===== config.mk =====
export PLATFORM = sky130hd
export DESIGN_NAME = periph_bus_arbiter
export DESIGN_NICKNAME = d
export VERILOG_FILES = /design/src/rtl/periph_bus_arbiter.sv
export SDC_FILE = /design/constraint.sdc
export NUM_CORES = 1
export LEC_CHECK = 0
export CORE_AREA = 2 2 123 125
export DETAILED_ROUTE_END_ITERATION = 10
export DIE_AREA = 0 0 125 127
export GPL_ROUTABILITY_DRIVEN = 0
export PLACE_DENSITY = 0.72
export SKIP_LAST_GASP = 1
export SLEW_MARGIN = 0
export SYNTH_ARGS = -nofsm -noshare
export SYNTH_HDL_FRONTEND = slang
export SYNTH_SLANG_ARGS = --single-unit

===== constraint.sdc =====
create_clock -name clk -period 1.4 [get_ports clk]
set_clock_uncertainty 0.2 [all_clocks]
set_input_delay 0.14 -clock clk [delete_from_list [all_inputs] [get_ports clk]]
set_output_delay 0.14 -clock clk [all_outputs]
set_load 0.02 [all_outputs]

===== src/rtl/periph_bus_arbiter.sv =====
// Two-master, one-outstanding-transaction arbiter in front of a peripheral bus.
// Round-robin on ties, per-transaction response timeout reported as an error response.
module periph_bus_arbiter #(
    parameter int DW      = 32,
    parameter int TIMEOUT = 16
) (
    input  logic          clk,
    input  logic          rst_n,

    input  logic          m0_req_i,
    input  logic          m0_we_i,
    input  logic [31:0]   m0_addr_i,
    input  logic [DW-1:0] m0_wdata_i,
    input  logic [3:0]    m0_mask_i,
    output logic          m0_gnt_o,
    output logic          m0_rvalid_o,
    output logic [DW-1:0] m0_rdata_o,
    output logic          m0_err_o,

    input  logic          m1_req_i,
    input  logic          m1_we_i,
    input  logic [31:0]   m1_addr_i,
    input  logic [DW-1:0] m1_wdata_i,
    input  logic [3:0]    m1_mask_i,
    output logic          m1_gnt_o,
    output logic          m1_rvalid_o,
    output logic [DW-1:0] m1_rdata_o,
    output logic          m1_err_o,

    output logic          s_req_o,
    output logic          s_we_o,
    output logic [31:0]   s_addr_o,
    output logic [DW-1:0] s_wdata_o,
    output logic [3:0]    s_mask_o,
    input  logic          s_gnt_i,
    input  logic          s_rvalid_i,
    input  logic [DW-1:0] s_rdata_i
);

    localparam int CW = $clog2(TIMEOUT);

    typedef enum logic {
        IDLE = 1'b0,
        RESP = 1'b1
    } state_t;

    // Handshake: the bus request fires when s_req_o && s_gnt_i in the same cycle;
    // the selected master sees its gnt in that cycle and must hold its fields until then.
    state_t        state_q;
    state_t        state_d;
    logic [CW-1:0] count_q;
    logic          last_gnt_q;
    logic          owner_q;
    logic          sel;
    logic          fire;
    logic          timeout;

    // Tie goes to the master that did not win last time; otherwise the lone requester.
    assign sel     = (m0_req_i && m1_req_i) ? ~last_gnt_q : m1_req_i;
    assign fire    = s_req_o && s_gnt_i;
    assign timeout = (count_q == CW'(TIMEOUT - 1));

    always_ff @(posedge clk) begin
        if (!rst_n) state_q <= IDLE;
        else        state_q <= state_d;
    end

    always_comb begin
        state_d = state_q;
        case (state_q)
            IDLE: if (fire) state_d = RESP;
            RESP: if (s_rvalid_i || timeout) state_d = IDLE;
            default: state_d = IDLE;
        endcase
    end

    always_comb begin
        s_req_o   = 1'b0;
        s_we_o    = 1'b0;
        s_addr_o  = '0;
        s_wdata_o = '0;
        s_mask_o  = '0;
        m0_gnt_o  = 1'b0;
        m1_gnt_o  = 1'b0;
        if (rst_n && state_q == IDLE && (m0_req_i || m1_req_i)) begin
            s_req_o   = 1'b1;
            s_we_o    = sel ? m1_we_i    : m0_we_i;
            s_addr_o  = sel ? m1_addr_i  : m0_addr_i;
            s_wdata_o = sel ? m1_wdata_i : m0_wdata_i;
            s_mask_o  = sel ? m1_mask_i  : m0_mask_i;
            m0_gnt_o  = s_gnt_i && !sel;
            m1_gnt_o  = s_gnt_i && sel;
        end
    end

    // Response path: rvalid is a one-cycle pulse; rdata/err hold until the next pulse.
    always_ff @(posedge clk) begin
        if (!rst_n) begin
            last_gnt_q  <= 1'b1;
            owner_q     <= 1'b0;
            count_q     <= '0;
            m0_rvalid_o <= 1'b0;
            m1_rvalid_o <= 1'b0;
            m0_err_o    <= 1'b0;
            m1_err_o    <= 1'b0;
            m0_rdata_o  <= '0;
            m1_rdata_o  <= '0;
        end else begin
            m0_rvalid_o <= 1'b0;
            m1_rvalid_o <= 1'b0;
            if (fire) begin
                owner_q    <= sel;
                last_gnt_q <= sel;
                count_q    <= '0;
            end else if (state_q == RESP) begin
                // A real response beats a timeout landing in the same cycle.
                if (s_rvalid_i || timeout) begin
                    if (owner_q) begin
                        m1_rvalid_o <= 1'b1;
                        m1_rdata_o  <= s_rvalid_i ? s_rdata_i : '0;
                        m1_err_o    <= !s_rvalid_i;
                    end else begin
                        m0_rvalid_o <= 1'b1;
                        m0_rdata_o  <= s_rvalid_i ? s_rdata_i : '0;
                        m0_err_o    <= !s_rvalid_i;
                    end
                end else begin
                    count_q <= count_q + CW'(1);
                end
            end
        end
    end

endmodule


## Word level (Yosys, flattened, before mapping)

Cells that the tools add are included.

- Register bits after elaboration: 75
- Input port bits: 176
- Output and inout bits: 140
- Logic and storage cells: 51

- $add $sub $neg: 1
- Equality and inequality tests: 1
- Muxes and demuxes: 18
- Bitwise gates (word level): 6
- Reductions and logical operators: 15

Operators by type and width:

| cell | count |
|---|---|
| $mux 32 | 5 |
| $mux 1 | 10 |
| $mux 4 | 2 |
| $reduce_and 4->1 | 2 |
| $logic_and 1x1->1 | 6 |
| $not 1->1 | 6 |
| $add 4x1->4 const B | 1 |
| $eq 4x4->1 const B | 1 |
| $reduce_or 4->1 | 1 |
| $logic_not 1->1 | 2 |
| $logic_or 1x1->1 | 2 |
| $pmux 1 s2 | 1 |
| $reduce_and 2->1 | 1 |
| $reduce_or 2->1 | 1 |

## Depth between registers and ports, before layout

Gate-level depths: netlist of the first run.

- Depth in word-level cells: 7
- Gate-level depth with buffers: 6
- Depth with buffers taken out: 4

## Least setup slack after synthesis of the first run

No wires, ideal clock.

- Path type: register to output
- Start point: reg last_gnt_q
- End point: out s_addr_o[20]
- Data arrival time: 1237 ps
- Required time: 1060 ps
- Setup slack: -177 ps
- Stages on the path, launching flop included: 7
- Path buffers: 3
- Cell sequence: dfxtp_1 -> a21bo_1 -> buf_4 -> buf_6 -> buf_6 -> nand2_1 -> a21oi_1

- Cells in the longest elaborated chain, start to end: 4

RTL lines:

| element | RTL line | RTL |
|---|---|---|
| start: declaration | 52 | `logic last_gnt_q;` |
| start signal: assignment | 113 | `last_gnt_q <= sel;` |
| $not 1->1 | 59 | `assign sel = (m0_req_i && m1_req_i) ? ~last_gnt_q : m1_req_i;` |
| $mux 1 | 59 |  |
| $mux 32 | 88 | `s_addr_o = sel ? m1_addr_i : m0_addr_i;` |
| $mux 32 | 85 | `if (rst_n && state_q == IDLE && (m0_req_i \|\| m1_req_i)) begin` |
| end: declaration | 32 | `output logic [31:0] s_addr_o,` |

Every way passes these cells.

## Final worst setup path of the first run

- Start point: reg last_gnt_q
- End point: out s_addr_o[22]

Same word-level chain as after synthesis.

==> impl_metrics.json, run 1 <==
{
  "outcome": "complete, but fails checks",
  "violations": "negative setup slack",
  "crit_slowest_cell": "dfxtp_4",
  "timing.rr.start": "state_q$_SDFF_PN0_",
  "crit_chain": "a21boi_4 > buf_12 > buf_12 > buf_16 > nand2_4 > a21oi_2 > buf_6",
  "nets": 1108,
  "h-tree-depth": 3,
  "synth_seq_cells": 75,
  "crit_path_max_fanout": 7,
  "relSlewSlack_pct": 69.6,
  "crit_required_ns": 1.06,
  "grt_usage_pct": 25.3,
  "root_buffer": "clkbuf_16",
  "clk_pin_slew_ns": 0.06,
  "p_leak_nw": 4.22,
  "drtIter0Drc": 256,
  "post-route-min-period_ns": 1.99,
  "worstMarginPinSlew_ns": 0.456,
  "fin_crit_sh_pct": 142,
  "timing.max_cap.violations": 0,
  "clk_path_buf_depth": 2,
  "drt-total-wl_um": 22700,
  "r2r_end": "m0_rdata_o[1]$_SDFFE_PN0P_",
  "min_path_cells": 3,
  "fill_cells": 1096,
  "dp.cells": 1058,
  "grt_overflow": 0,
  "finalSetupTns_ns": -51.85,
  "fin_cells": 1121,
  "arrival_ns": 1.65,
  "die_h_um": 127,
  "drc": 0,
  "hpwl_um": 13500,
  "final_common_cell": "clkdlybuf4s50_1",
  "critPathKind": "reg2out",
  "holdPathEnd": "m1_rvalid_o$_SDFF_PP0_",
  "seq_area_um2": 1510,
  "cts_hold_buf": 0,
  "cp-end-kind": "output port",
  "ant_nets": 0,
  "cpMostUsedCell": "buf_12",
  "io_pins": 316,
  "syn_to_final_growth_pct": 157,
  "crit_path_max_incr_delay_ns": 0.36,
  "dieWidth_um": 125,
  "hold_start": "s_rvalid_i",
  "cts_buffers": 9,
  "pre_cts_slack_ns": -1.04,
  "max_freq_mhz": 501,
  "grt_pass1_wl_um": 31700,
  "die_area_um2": 15900,
  "whs_ns": 0.184,
  "yosysUniqueCellTypes": 34,
  "reg2reg_depth": 8,
  "grt_pass1_vias": 5596,
  "grt_antenna_before_repair": 1,
  "fp.coreArea_um2": 14400,
  "avgRoutedWirePerCell_um": 20.2,
  "multi_input_area_um2": 3400,
  "row_count": 44,
  "final_cell_mix": "172 x clkdlybuf4s50_1, 134 x nand2_1, 106 x a21oi_2",
  "start_util_pct": 26.5,
  "routed-via-count": 5663,
  "tritoncts": "done",
  "syn_avg_cell_area_um2": 6.69,
  "drive_gt1_share_pct": 47.0,
  "total_power_mw": 6.88,
  "clock_sinks": 75,
  "min_path_type": "in2reg",
  "rsz0062_at_grt": "true",
  "syn_nets": 748,
  "drt_first_pass_iters": 4,
  "yosys_warnings": 0,
  "finalMaxSlewViolations": 0,
  "crit_path_start_kind": "flip-flop",
  "rrSetupSlack_ns": -0.31,
  "viasPerCell": 5.05,
  "grt_max_degree": 69,
  "power.density_nw_per_um2": 701,
  "setup_viol": 151,
  "syn_inst": 571,
  "io_buffers": 315,
  "max-vdd-ir-drop_mv": 0.772,
  "syn-cell-area_um2": 3820,
  "worst_slack_ns": -0.594,
  "ys_seq_area_share_pct": 39.3,
  "hold_violations": 0,
  "clock_latency_ns": 0.33
}
-- registers in the layout (all words and copies together) (netlist names) --
signal	flops
m0_rdata_o	32
m1_rdata_o	32
owner_q	1
state_q	1
m1_err_o	1
m0_err_o	1
m0_rvalid_o	1
count_q	4
last_gnt_q	1
m1_rvalid_o	1
-- worst max-delay path by stage --
stage / cells past startpoint / start / slack [ns] / end
after detailed placement: 6 / m0_req_i / -1.04 / s_addr_o[11]
after floorplan: 6 / last_gnt_q$_SDFFE_PN1P_ / -0.07 / s_addr_o[20]
final: 7 / last_gnt_q$_SDFFE_PN1P_ / -0.59 / s_addr_o[22]
after CTS: 7 / last_gnt_q$_SDFFE_PN1P_ / -0.61 / s_addr_o[29]
after global routing: 6 / last_gnt_q$_SDFFE_PN1P_ / -0.65 / s_addr_o[14]
after global placement: 6 / m0_req_i / -1.01 / s_addr_o[11]
-- per-stage QoR --
stage,instance area [um2],utilization (%)
global route,9820,68.1
CTS,8880,61.6
floorplan,4150,-
finish,9820,68.1
global placement,7680,53.2
detailed placement,7680,53.2
-- synthesized netlist by cell type (all sizes together) --
library cell	count	area (um2)
nand2	206	773
a21oi	137	686
dfxtp	75	1500
o21ai	68	340
buf	34	196
clkbuf	15	62.6
nor2	5	18.8
nand3	4	20.0
nor3	4	20.0
inv	3	11.3
a31oi	2	27.5
and3	2	12.5
nand2b	2	12.5
a211o	1	8.76
a211oi	1	7.51
a21bo	1	10.0
a21boi	1	11.3
a31o	1	8.76
a41oi	1	8.76
and3b	1	8.76
ha	1	12.5
nor2b	1	6.26
nor4	1	21.3
o21a	1	7.51
o21ba	1	10.0
o21bai	1	7.51
or3	1	6.26
-- where the power goes --
group | leakage [nW] | internal (mW) | total [mW] | switching (mW)
Combinational | 3.46 | 1.20 | 2.33 | 1.13
Clock | 0.153 | 1.47 | 2.37 | 0.895
Sequential | 0.607 | 2.16 | 2.19 | 0.0233
Total | 4.22 | 4.84 | 6.88 | 2.05
-- metal layers --
metal  routed length (um)  vias to the layer above  share of wire [%]  global-route usage (%)
met5                    0                        -                  0                       0
met4                  789                        0                3.5                    10.5
met3                 2020                       52                8.9                    7.62
met2                11000                      256                 49                    41.9
met1                 8810                     2695                 39                    30.7
li1                     -                     2660                  -                       -
-- cell families after synthesis --
logic type | count (synthesis) | synth area share (%)
AOI/OAI and AO/OA | 216 | 29.7
DFF | 75 | 39.3
and+or+nand+nor | 227 | 23.6
adders and majority gates | 1 | 0.328
buffers and inverters | 52 | 7.08
-- cell type report --
| cell class | instances | area share, % |
|---|---|---|
| Sequential cell | 75 | 15.4 |
| Inverter | 3 | 0.140 |
| Multi-Input combinational cell | 444 | 34.7 |
| Antenna cell | 1 | 0.0255 |
| Clock inverter | 4 | 0.497 |
| Clock buffer | 12 | 2.61 |
| Tap cell | 184 | 2.34 |
| Timing Repair Buffer | 398 | 44.3 |
-- critical path, delay by kind of cell, from the launching register on --
kind,cells,cell delay (ns)
AND/OR/NAND/NOR,1,0.05
flip-flops,1,0.36
buffers and inverters,4,0.53
AO/OA/AOI/OAI,2,0.37
-- what timing repair did --
item / 4_1_cts / 5_1_grt
setup buffers: 22 / 13
gates resized for setup: 544 / 293
gates cloned: 17 / 5
pin swaps: 52 / 127
endpoints found under the setup margin: 210 / 159
(Power assumes the default switching activity.)
==> inputs of run 2 (changes only) <==
Settings changed: TNS_END_PERCENT from default to 100.
==> results of run 2 <==
The final DEF is identical to that of run 1; final timing and power are the same.
